===== src/rtl/y86_pkg.sv =====
`default_nettype none
//------------------------------------------------------------------------------
// Module   : y86_pkg
// Brief    : Y86-64 icodes, register id, status codes and pipeline-control FSM
//            state shared by the fetch, decode, execute and control blocks.
// Revision : 1.0
//------------------------------------------------------------------------------
package y86_pkg;

  localparam logic [3:0] IHALT   = 4'h0;
  localparam logic [3:0] IMRMOVQ = 4'h5;
  localparam logic [3:0] IJXX    = 4'h7;
  localparam logic [3:0] IRET    = 4'h9;
  localparam logic [3:0] IPOPQ   = 4'hB;
  localparam logic [3:0] RNONE   = 4'hF;

  localparam logic [2:0] SAOK = 3'd1;
  localparam logic [2:0] SHLT = 3'd2;
  localparam logic [2:0] SADR = 3'd3;
  localparam logic [2:0] SINS = 3'd4;

  typedef enum logic [1:0] {
    ST_IDLE   = 2'd0,
    ST_RUN    = 2'd1,
    ST_DRAIN  = 2'd2,
    ST_HALTED = 2'd3
  } ctl_state_t;

endpackage
`default_nettype wire


===== src/rtl/pipe_hazard_controller_if.sv =====
`default_nettype none
//------------------------------------------------------------------------------
// Module   : pipe_hazard_controller_if
// Brief    : Stage-content inputs and register-control outputs of the hazard
//            controller; master = pipeline side, slave = controller side.
// Revision : 1.0
//------------------------------------------------------------------------------
interface pipe_hazard_controller_if;

  logic       start;
  logic [3:0] d_icode;
  logic [3:0] d_srcA;
  logic [3:0] d_srcB;
  logic [3:0] e_icode;
  logic [3:0] e_dstM;
  logic       e_cond;
  logic [3:0] m_icode;
  logic [2:0] m_stat;
  logic [2:0] w_stat;
  logic       w_valid;

  logic       f_stall;
  logic       d_stall;
  logic       w_stall;
  logic       d_bubble;
  logic       e_bubble;
  logic       m_bubble;
  logic       set_cc_en;
  logic       halted;
  logic [2:0] final_stat;

  modport master (
    output start, d_icode, d_srcA, d_srcB, e_icode, e_dstM, e_cond,
           m_icode, m_stat, w_stat, w_valid,
    input  f_stall, d_stall, w_stall, d_bubble, e_bubble, m_bubble,
           set_cc_en, halted, final_stat
  );

  modport slave (
    input  start, d_icode, d_srcA, d_srcB, e_icode, e_dstM, e_cond,
           m_icode, m_stat, w_stat, w_valid,
    output f_stall, d_stall, w_stall, d_bubble, e_bubble, m_bubble,
           set_cc_en, halted, final_stat
  );

endinterface
`default_nettype wire


===== src/rtl/pipe_hazard_controller_sat_counter.sv =====
`default_nettype none
//------------------------------------------------------------------------------
// Module   : sat_counter
// Brief    : Event counter that sticks at all-ones instead of wrapping.
// Revision : 1.0
//------------------------------------------------------------------------------
module sat_counter #(
  parameter int CNT_W = 32
) (
  input  wire logic             clock,
  input  wire logic             reset_n,
  input  wire logic             inc,
  output logic      [CNT_W-1:0] count
);

  localparam logic [CNT_W-1:0] C_ONE = {{(CNT_W-1){1'b0}}, 1'b1};

  logic [CNT_W-1:0] r_count;

  always_ff @(posedge clock) begin
    if (!reset_n) begin
      r_count <= '0;
    end else if (inc && (r_count != '1)) begin
      r_count <= r_count + C_ONE;
    end
  end

  assign count = r_count;

endmodule
`default_nettype wire


===== src/rtl/pipe_hazard_controller.sv =====
`default_nettype none
//------------------------------------------------------------------------------
// Module   : pipe_hazard_controller
// Brief    : Y86-64 stall/bubble/CC control with run/drain/halt sequencing.
//            Optional counters enabled by PIPE_PERF_COUNTERS_EN.
// Revision : 1.0
//------------------------------------------------------------------------------
module pipe_hazard_controller
  import y86_pkg::*;
#(
  parameter int CNT_W = 32
) (
  input  wire logic                 clock,
  input  wire logic                 reset_n,
  pipe_hazard_controller_if.slave   ctl
`ifdef PIPE_PERF_COUNTERS_EN
  ,
  output logic [CNT_W-1:0]          perf_cycles,
  output logic [CNT_W-1:0]          perf_stalls,
  output logic [CNT_W-1:0]          perf_bubbles,
  output logic [CNT_W-1:0]          perf_retired
`endif
);

  ctl_state_t r_state;
  ctl_state_t w_next;
  logic       r_halted;
  logic [2:0] r_final_stat;

  logic w_load_use, w_ret_pend, w_mispred, w_exc_m, w_exc_w;
  logic w_f_stall, w_d_stall, w_w_stall;
  logic w_d_bubble, w_e_bubble, w_m_bubble, w_set_cc_en;

  assign w_load_use = ((ctl.e_icode == IMRMOVQ) || (ctl.e_icode == IPOPQ)) &&
                      (ctl.e_dstM != RNONE) &&
                      ((ctl.e_dstM == ctl.d_srcA) || (ctl.e_dstM == ctl.d_srcB));
  assign w_ret_pend = (ctl.d_icode == IRET) || (ctl.e_icode == IRET) ||
                      (ctl.m_icode == IRET);
  assign w_mispred  = (ctl.e_icode == IJXX) && !ctl.e_cond;
  assign w_exc_m    = (ctl.m_stat != SAOK);
  assign w_exc_w    = (ctl.w_stat != SAOK);

  always_ff @(posedge clock) begin
    if (!reset_n) begin
      r_state <= ST_IDLE;
    end else begin
      r_state <= w_next;
    end
  end

  always_comb begin
    w_next      = r_state;
    w_f_stall   = 1'b0;
    w_d_stall   = 1'b0;
    w_w_stall   = 1'b0;
    w_d_bubble  = 1'b0;
    w_e_bubble  = 1'b0;
    w_m_bubble  = 1'b0;
    w_set_cc_en = 1'b0;
    case (r_state)
      ST_IDLE: begin
        w_f_stall  = 1'b1;
        w_d_stall  = 1'b1;
        w_w_stall  = 1'b1;
        w_d_bubble = 1'b1;
        w_e_bubble = 1'b1;
        w_m_bubble = 1'b1;
        if (ctl.start) w_next = ST_RUN;
      end
      ST_RUN, ST_DRAIN: begin
        w_f_stall   = w_load_use | w_ret_pend;
        w_d_stall   = w_load_use;
        // A held decode register must not also be squashed.
        w_d_bubble  = (w_mispred | (w_ret_pend & ~w_load_use)) & ~w_d_stall;
        w_e_bubble  = w_mispred | w_load_use;
        w_m_bubble  = w_exc_m | w_exc_w;
        w_w_stall   = w_exc_w;
        w_set_cc_en = ~w_exc_m & ~w_exc_w;
        if (w_exc_w) begin
          w_next = ST_HALTED;
        end else if ((r_state == ST_RUN) && w_exc_m) begin
          w_next = ST_DRAIN;
        end
      end
      ST_HALTED: begin
        w_f_stall = 1'b1;
        w_d_stall = 1'b1;
        w_w_stall = 1'b1;
      end
      default: w_next = ST_IDLE;
    endcase
  end

  always_ff @(posedge clock) begin
    if (!reset_n) begin
      r_halted     <= 1'b0;
      r_final_stat <= SAOK;
    end else begin
      r_halted <= (r_state == ST_HALTED);
      if ((r_state != ST_HALTED) && (w_next == ST_HALTED)) begin
        r_final_stat <= ctl.w_stat;
      end
    end
  end

  assign ctl.f_stall    = w_f_stall;
  assign ctl.d_stall    = w_d_stall;
  assign ctl.w_stall    = w_w_stall;
  assign ctl.d_bubble   = w_d_bubble;
  assign ctl.e_bubble   = w_e_bubble;
  assign ctl.m_bubble   = w_m_bubble;
  assign ctl.set_cc_en  = w_set_cc_en;
  assign ctl.halted     = r_halted;
  assign ctl.final_stat = r_final_stat;

`ifdef PIPE_PERF_COUNTERS_EN
  logic w_active;
  assign w_active = (r_state == ST_RUN) || (r_state == ST_DRAIN);

  sat_counter #(.CNT_W(CNT_W)) u_cnt_cycles (
    .clock(clock), .reset_n(reset_n), .inc(w_active), .count(perf_cycles));
  sat_counter #(.CNT_W(CNT_W)) u_cnt_stalls (
    .clock(clock), .reset_n(reset_n), .inc(w_active & w_f_stall), .count(perf_stalls));
  sat_counter #(.CNT_W(CNT_W)) u_cnt_bubbles (
    .clock(clock), .reset_n(reset_n),
    .inc(w_active & (w_d_bubble | w_e_bubble | w_m_bubble)), .count(perf_bubbles));
  sat_counter #(.CNT_W(CNT_W)) u_cnt_retired (
    .clock(clock), .reset_n(reset_n),
    .inc(w_active & ctl.w_valid & (ctl.w_stat == SAOK)), .count(perf_retired));
`else
  // w_valid and CNT_W only feed the counters.
  localparam int C_UNUSED_CNT_W = CNT_W;
  logic w_unused_ok;
  assign w_unused_ok = ctl.w_valid & (C_UNUSED_CNT_W > 0);
`endif

endmodule
`default_nettype wire

===== src/flat_wrapper.sv =====
// flat-port wrapper written by rule: the top's interface ports become plain ports
module pipe_hazard_controller_flat import y86_pkg::*;
#(
  parameter int CNT_W = 32
)
  (clock, reset_n, ctl_start, ctl_d_icode, ctl_d_srcA, ctl_d_srcB, ctl_e_icode, ctl_e_dstM, ctl_e_cond, ctl_m_icode, ctl_m_stat, ctl_w_stat, ctl_w_valid, ctl_f_stall, ctl_d_stall, ctl_w_stall, ctl_d_bubble, ctl_e_bubble, ctl_m_bubble, ctl_set_cc_en, ctl_halted, ctl_final_stat);
  pipe_hazard_controller_if ctl_i ();
  input  wire logic clock;
  input  wire logic reset_n;
  input wire logic [$bits(ctl_i.start)-1:0] ctl_start;
  input wire logic [$bits(ctl_i.d_icode)-1:0] ctl_d_icode;
  input wire logic [$bits(ctl_i.d_srcA)-1:0] ctl_d_srcA;
  input wire logic [$bits(ctl_i.d_srcB)-1:0] ctl_d_srcB;
  input wire logic [$bits(ctl_i.e_icode)-1:0] ctl_e_icode;
  input wire logic [$bits(ctl_i.e_dstM)-1:0] ctl_e_dstM;
  input wire logic [$bits(ctl_i.e_cond)-1:0] ctl_e_cond;
  input wire logic [$bits(ctl_i.m_icode)-1:0] ctl_m_icode;
  input wire logic [$bits(ctl_i.m_stat)-1:0] ctl_m_stat;
  input wire logic [$bits(ctl_i.w_stat)-1:0] ctl_w_stat;
  input wire logic [$bits(ctl_i.w_valid)-1:0] ctl_w_valid;
  output wire logic [$bits(ctl_i.f_stall)-1:0] ctl_f_stall;
  output wire logic [$bits(ctl_i.d_stall)-1:0] ctl_d_stall;
  output wire logic [$bits(ctl_i.w_stall)-1:0] ctl_w_stall;
  output wire logic [$bits(ctl_i.d_bubble)-1:0] ctl_d_bubble;
  output wire logic [$bits(ctl_i.e_bubble)-1:0] ctl_e_bubble;
  output wire logic [$bits(ctl_i.m_bubble)-1:0] ctl_m_bubble;
  output wire logic [$bits(ctl_i.set_cc_en)-1:0] ctl_set_cc_en;
  output wire logic [$bits(ctl_i.halted)-1:0] ctl_halted;
  output wire logic [$bits(ctl_i.final_stat)-1:0] ctl_final_stat;
  assign ctl_i.start = ctl_start;
  assign ctl_i.d_icode = ctl_d_icode;
  assign ctl_i.d_srcA = ctl_d_srcA;
  assign ctl_i.d_srcB = ctl_d_srcB;
  assign ctl_i.e_icode = ctl_e_icode;
  assign ctl_i.e_dstM = ctl_e_dstM;
  assign ctl_i.e_cond = ctl_e_cond;
  assign ctl_i.m_icode = ctl_m_icode;
  assign ctl_i.m_stat = ctl_m_stat;
  assign ctl_i.w_stat = ctl_w_stat;
  assign ctl_i.w_valid = ctl_w_valid;
  assign ctl_f_stall = ctl_i.f_stall;
  assign ctl_d_stall = ctl_i.d_stall;
  assign ctl_w_stall = ctl_i.w_stall;
  assign ctl_d_bubble = ctl_i.d_bubble;
  assign ctl_e_bubble = ctl_i.e_bubble;
  assign ctl_m_bubble = ctl_i.m_bubble;
  assign ctl_set_cc_en = ctl_i.set_cc_en;
  assign ctl_halted = ctl_i.halted;
  assign ctl_final_stat = ctl_i.final_stat;
  pipe_hazard_controller #(.CNT_W(CNT_W)) u_core (.clock(clock), .reset_n(reset_n), .ctl(ctl_i));
endmodule

===== config.mk =====
export PLATFORM = sky130hd
export DESIGN_NAME = pipe_hazard_controller_flat
export DESIGN_NICKNAME = d
export VERILOG_FILES = /design/src/rtl/y86_pkg.sv /design/src/rtl/pipe_hazard_controller_if.sv /design/src/rtl/pipe_hazard_controller_sat_counter.sv /design/src/rtl/pipe_hazard_controller.sv /design/src/flat_wrapper.sv
export SDC_FILE = /design/constraint.sdc
export NUM_CORES = 1
export LEC_CHECK = 0
export CORE_UTILIZATION = 35
export DETAILED_ROUTE_END_ITERATION = 8
export GPL_TIMING_DRIVEN = 0
export PLACE_DENSITY_LB_ADDON = 0.3
export SLEW_MARGIN = 20
export SYNTH_ARGS = -nofsm -noshare
export SYNTH_HDL_FRONTEND = slang
export SYNTH_SLANG_ARGS = --single-unit

===== constraint.sdc =====
create_clock -name clock -period 2.8 [get_ports clock]
set_input_delay 0.7 -clock clock [delete_from_list [all_inputs] [get_ports clock]]
set_output_delay 0.7 -clock clock [all_outputs]
set_load 0.01 [all_outputs]

## Word level (Yosys, flattened, before mapping)

Index checks and enable logic that the tools add are counted.
W data, S select, Z words.

- Register bits: 6
- Bits in latches: 0
- RAM bits: 0
- Bits in read-only memories: 0
- Input port bits: 35
- Output and inout bits: 11
- Word-level logic and storage cells: 53
- Memories kept: 0

- $add $sub $neg: 0
- $mul: 0
- Divide/modulo/power cells: 0
- Order comparisons: 0
- Equal/unequal tests: 16
- Shift-type cells: 0
- Multiplexer cells: 11
- Bitwise gates (word level): 10
- Reductions and logical operators: 13

Operator list:

| kind | number |
|---|---|
| $eq A4 B4 Y1 const B | 4 |
| $pmux W1 S2 | 6 |
| $eq A4 B3 Y1 const B | 2 |
| $eq A4 B4 Y1 | 2 |
| $eq A2 B2 Y1 const B | 3 |
| $mux W2 | 3 |
| $ne A3 B1 Y1 const B | 2 |
| $logic_and A1 B1 Y1 | 5 |
| $logic_or A1 B1 Y1 | 4 |
| $ne A4 B4 Y1 const B | 1 |
| $or A1 B1 Y1 | 4 |
| $pmux W2 S2 | 1 |
| $reduce_or A2 Y1 | 2 |
| $and A1 B1 Y1 | 3 |
| $not A1 Y1 | 3 |
| $eq A2 B1 Y1 const B | 1 |
| $logic_not A2 Y1 | 1 |
| $ne A2 B2 Y1 const B | 1 |
| $logic_not A1 Y1 | 1 |
| $mux W1 | 1 |

## Longest topological paths before layout

- Depth after elaboration: 9
- Gate-level depth with buffers: 7
- Gate-level depth less buffers: 6

## Worst setup path after synthesis

OpenSTA, ideal clock, no wires.

- Kind: input-to-output
- Start point: input port ctl_e_dstM[3]
- End point: output port ctl_e_bubble
- Arrival: 1.680 ns
- Required time: 2.100 ns
- Setup slack: 0.420 ns
- Cell stages on the path: 4
- Buffers on the path: 0
- Cell sequence: xor2_1 > nor4_1 > o2111ai_1 > a211oi_1

- Word-level cells in the longest chain between the ends: 5
- Elaborated cells between the ends (all ways): 8
- Those cells by class: eq/ne (3); mux (1); bitwise (1); reduce/logical (3)

RTL lines:

| element | RTL line | RTL |
|---|---|---|
| start: declaration | flat_wrapper.sv:15 | `input wire logic [$bits(ctl_i.e_dstM)-1:0] ctl_e_dstM;` |
| $ne A4 B4 Y1 or $eq A4 B4 Y1 (tied branches) | pipe_hazard_controller.sv:35, pipe_hazard_controller.sv:36 |  |
| $logic_and A1 B1 Y1 or $logic_or A1 B1 Y1 (tied branches) | pipe_hazard_controller.sv:34, pipe_hazard_controller.sv:36 |  |
| $logic_and A1 B1 Y1 * | pipe_hazard_controller.sv:35 | `(ctl.e_dstM != RNONE) &&` |
| $or A1 B1 Y1 * | pipe_hazard_controller.sv:75 | `w_e_bubble = w_mispred \| w_load_use;` |
| $pmux W1 S2 * | pipe_hazard_controller.sv:60 | `case (r_state)` |
| end: declaration | flat_wrapper.sv:25 | `output wire logic [$bits(ctl_i.e_bubble)-1:0] ctl_e_bubble;` |

Mark *: on every way between the ends. The rest lies on a longest branch, timed or not.

## Worst setup path in the final report

- Start point: input port ctl_e_icode[3]
- End point: output port ctl_d_bubble

- Word-level cells in the longest chain between the ends: 9
- Elaborated cells between the ends (all ways): 15
- Those cells by class: eq/ne (4); mux (1); bitwise (4); reduce/logical (6)

RTL lines:

| element | RTL line | RTL |
|---|---|---|
| start: declaration | flat_wrapper.sv:14 | `input wire logic [$bits(ctl_i.e_icode)-1:0] ctl_e_icode;` |
| $eq A4 B3 Y1 or $eq A4 B4 Y1 (tied branches) | pipe_hazard_controller.sv:34 | `assign w_load_use = ((ctl.e_icode == IMRMOVQ) \|\| (ctl.e_icode == IPOPQ)) &&` |
| $logic_or A1 B1 Y1 | pipe_hazard_controller.sv:34 |  |
| $logic_and A1 B1 Y1 | pipe_hazard_controller.sv:34 |  |
| $logic_and A1 B1 Y1 | pipe_hazard_controller.sv:35 |  |
| $not A1 Y1 | pipe_hazard_controller.sv:74 | `w_d_bubble = (w_mispred \| (w_ret_pend & ~w_load_use)) & ~w_d_stall;` |
| $and A1 B1 Y1 | pipe_hazard_controller.sv:74 |  |
| $or A1 B1 Y1 | pipe_hazard_controller.sv:74 |  |
| $and A1 B1 Y1 * | pipe_hazard_controller.sv:74 |  |
| $pmux W1 S2 * | pipe_hazard_controller.sv:60 |  |
| end: declaration | flat_wrapper.sv:24 | `output wire logic [$bits(ctl_i.d_bubble)-1:0] ctl_d_bubble;` |

Marked as above.

==> results.sh <==
export IMPL_multiInputGateArea_um2=491.7
export IMPL_dp_cells=134
export IMPL_drv_cap=0
export IMPL_regArea_um2=120.1
export IMPL_fin_worst_skew_ns=0.002279
export IMPL_die_area_um2=1829
export IMPL_fin_cells=137
export IMPL_cp_end_kind="primary output"
export IMPL_grt_pass1_vias=665
export IMPL_p_int_mw=0.4350
export IMPL_rows=14
export IMPL_crit_family="compound AO/OA/AOI/OAI gates"
export IMPL_finalMaxSlewViolations=0
export IMPL_num_vias=732
export IMPL_synth_fp_nets=112
export IMPL_timing_final_ws_setup_ns=0.07149
export IMPL_path_depth=6
export IMPL_crit_buf_inv=2
export IMPL_vias_per_cell=5.343
export IMPL_postPlaceCellArea_um2=1042
export IMPL_dp_hpwl_mm=1.447
export IMPL_ctsLongestPathBuffers=2
export IMPL_fin_crit_ns=2.729
export IMPL_relSlewSlack_pct=74.93
export IMPL_yosys_warnings=0
export IMPL_synth_seq_area_share_pct=20.65
export IMPL_syn_inst=74
export IMPL_hold_path_class="register to register"
export IMPL_drtIter0Drc=6
export IMPL_cp_cell_sequence="clkdlybuf4s50_1, nand2b_4, o21ai_1, o2111ai_2, a32o_1, buf_2"
export IMPL_crit_type="input pin to primary output"
export IMPL_initial_core_util_pct=38.18
export IMPL_synthDistinctLibCells=30
export IMPL_antennaDiodeCount=0
export IMPL_vdd_drop_max_uv=517.9
export IMPL_root_buffer="clkbuf_4"
export IMPL_fill_cells=135
export IMPL_cts_tree="built"
export IMPL_io_pins=46
export IMPL_drive_gt1_share_pct=19.01
export IMPL_gp_congestion=0.8363
export IMPL_cp_required_ns=2.10
export IMPL_startpoint_type="input pin"
export IMPL_wl_mm=1.843
export IMPL_cts_inserted_buffers=3
export IMPL_p_comb_share_pct=70.2
export IMPL_core_area_um2=1524
export IMPL_syn2layout_area_growth_pct=85.81
export IMPL_syn_area_um2=581.8
export IMPL_clk_pin_slew_worst_paths_ns=0.04
export IMPL_finalHoldViolCount=0
export IMPL_slowest_delay_ns=0.43
export IMPL_grt_overflow=0
export IMPL_min_path_cells=2
export IMPL_drc=0
export IMPL_die_h_um=42.77
export IMPL_die_w_um=42.77
export IMPL_postSynthAreaPerCell_um2=7.862
export IMPL_clkLatencyLatePin_ns=0.24
export IMPL_status="completed"
export IMPL_wl_per_cell_um=13.45
export IMPL_synth_seq_cells=6
export IMPL_reg2regPathDepth=6
export IMPL_finalSetupViolCount=0
export IMPL_final_area_um2=1081
export IMPL_nNetsFinal=161
export IMPL_crit_arrival_ns=2.03
export IMPL_crit_fanout=4
export IMPL_postRouteAntennaNets=0
export IMPL_ctsHoldBuffers=0
export IMPL_worst_pin_slew_ns=0.3753
export IMPL_drtPass1Iterations=3
export IMPL_antenna_found_initial=0
export IMPL_switching_power_mw=0.3146
export IMPL_crit_slowest_cell="clkdlybuf4s50_1"
export IMPL_total_power_mw=0.7496
export IMPL_grt_pass1_wl_mm=2.856
export IMPL_p_sw_share_pct=41.97
export IMPL_grt_use_total_pct=20.17
export IMPL_grt_max_degree=11
export IMPL_fin_crit_sh_pct=97.45
export IMPL_power_frac_seq_pct=19.6
export IMPL_pre_cts_slack_ns=-0.6866
export IMPL_p_clk_share_pct=10.2
export IMPL_cts_sinks=6
export IMPL_fmax_ghz=0.3665
export IMPL_p_per_area_nw_per_um2=693.4
export IMPL_placement_io_buffers=44
export IMPL_h_tree_depth=1
export IMPL_p_leak_nw=0.4647
-- sequential cells by signal, summed over array words and instances, names as in the netlist --
name / count
u_core.ctl.halted: 1
u_core.r_state: 2
u_core.ctl.final_stat: 3
-- cell usage after synthesis --
cell type  number  area share (%)
a211oi_1        2             2.6
a211oi_2        2             4.3
a21o_1          1             1.3
a21oi_1         2             1.7
a221oi_1        1             1.5
a32o_1          1             1.7
and3b_1         1             1.5
clkbuf_1        1            0.64
dfxtp_1         6              21
ha_1            3             6.5
inv_1           5             3.2
mux2i_1         3             5.2
nand2_1         7             4.5
nand2b_1        2             2.2
nand3_1         2             1.7
nand3b_1        1             1.3
nand4_1         1             1.1
nor2_1          8             5.2
nor2b_1         1             1.1
nor3_1          3             2.6
nor4_1          2             2.2
nor4bb_1        3             5.2
o2111ai_1       1             1.5
o21a_1          1             1.3
o21ai_0         2             1.7
o21ai_1         1            0.86
o22a_1          1             1.5
or3b_1          1             1.5
or3b_4          1             1.9
xor2_1          8              12
-- per-layer routing --
| layer | up-vias | track usage [%] | part of all wire (%) |
|---|---|---|---|
| li1 | 363 | - | - |
| met1 | 337 | 22.56 | 41 |
| met2 | 28 | 36.36 | 50 |
| met3 | 4 | 3.830 | 6.9 |
| met4 | 0 | 8.750 | 1.7 |
| met5 | - | 0 | 0 |
-- worst reg2reg max path, stage by stage, from the launching register on --
cell and delay, ns:
dfxtp_1 0.40, inv_1 0.09, ha_1 0.47, nand2_1 0.10, a21o_1 0.19, a211oi_2 0.35
mux2i_1 0.22
-- power groups by stage --
stage	Combinational [mW]	Clock [mW]	Sequential (mW)
after floorplan	0.295	0	0.156
after global placement	0.551	0	0.147
after detailed placement	0.562	0	0.148
after CTS	0.528	0.0807	0.147
after global routing	0.572	0.0838	0.153
final	0.527	0.0761	0.147
-- cell type report --
type / instances / area share (%)
multi-input combinational: 62 / 45.49
sequential: 6 / 11.11
timing repair buffer: 45 / 37.73
inverter: 5 / 1.736
clock buffer: 3 / 2.083
tap: 16 / 1.852
-- kinds of logic after synthesis --
| logic type | Yosys count | share of synthesized area [%] |
|---|---|---|
| fa+ha+maj | 3 | 6.452 |
| xor+xnor | 8 | 12.04 |
| compound gates | 15 | 20.00 |
| mux | 3 | 5.161 |
| buf+inv | 6 | 3.871 |
| flops | 6 | 20.65 |
| simple gates | 33 | 31.83 |
-- cell usage in the layout, fill, tap and decap left out, types with 2 or more instances in the layout --
master           Yosys  layout
dlygate4sd2_1        0       8
clkbuf_2             0       3
a21oi_1              2       2
ha_1                 3       3
nor4bb_1             3       2
clkbuf_4             0       3
dlymetal6s2s_1       0       2
xor2_1               8       7
clkdlybuf4s15_1      0       2
o21ai_1              1       2
clkdlybuf4s50_1      0      25
dfxtp_1              6       6
nor3_1               3       2
mux2i_1              3       3
or3b_4               1       2
nor4_2               0       2
a211oi_2             2       3
buf_2                0       4
nand2_1              7       7
inv_1                5       5
nand3_1              2       2
nor2_1               8       8
-- repair_timing --
item | 4_1_cts | 5_1_grt
setup buffers | 1 | 0
pin swaps | 4 | 7
setup endpoints to repair | 6 | 6
gates resized for setup | 36 | 13
-- worst paths after layout --
path,slack [ns],from,to
worst max-delay path,0.07,ctl_e_icode[3],ctl_d_bubble
worst min-delay path,0.46,u_core.ctl.final_stat[2]$_SDFFE_PN0P_,u_core.ctl.final_stat[2]$_SDFFE_PN0P_
worst min register to register,0.46,u_core.ctl.final_stat[2]$_SDFFE_PN0P_,u_core.ctl.final_stat[2]$_SDFFE_PN0P_
worst max register to register,0.91,u_core.r_state[0]$_SDFF_PN0_,u_core.ctl.final_stat[1]$_SDFFE_PN0P_
-- per-stage QoR --
step	util (%)	setup TNS [ns]	hold WS (ns)
2_1_floorplan	-	0	0.4790
3_3_place_gp	68.39	-2.524	0.4454
3_5_place_dp	68.39	-2.691	0.4494
4_1_cts	70.28	0	0.4570
5_1_grt	70.94	-0.009559	0.4898
6_report	70.94	0	0.4551
Note: power is estimated with default switching activity, not from simulation.
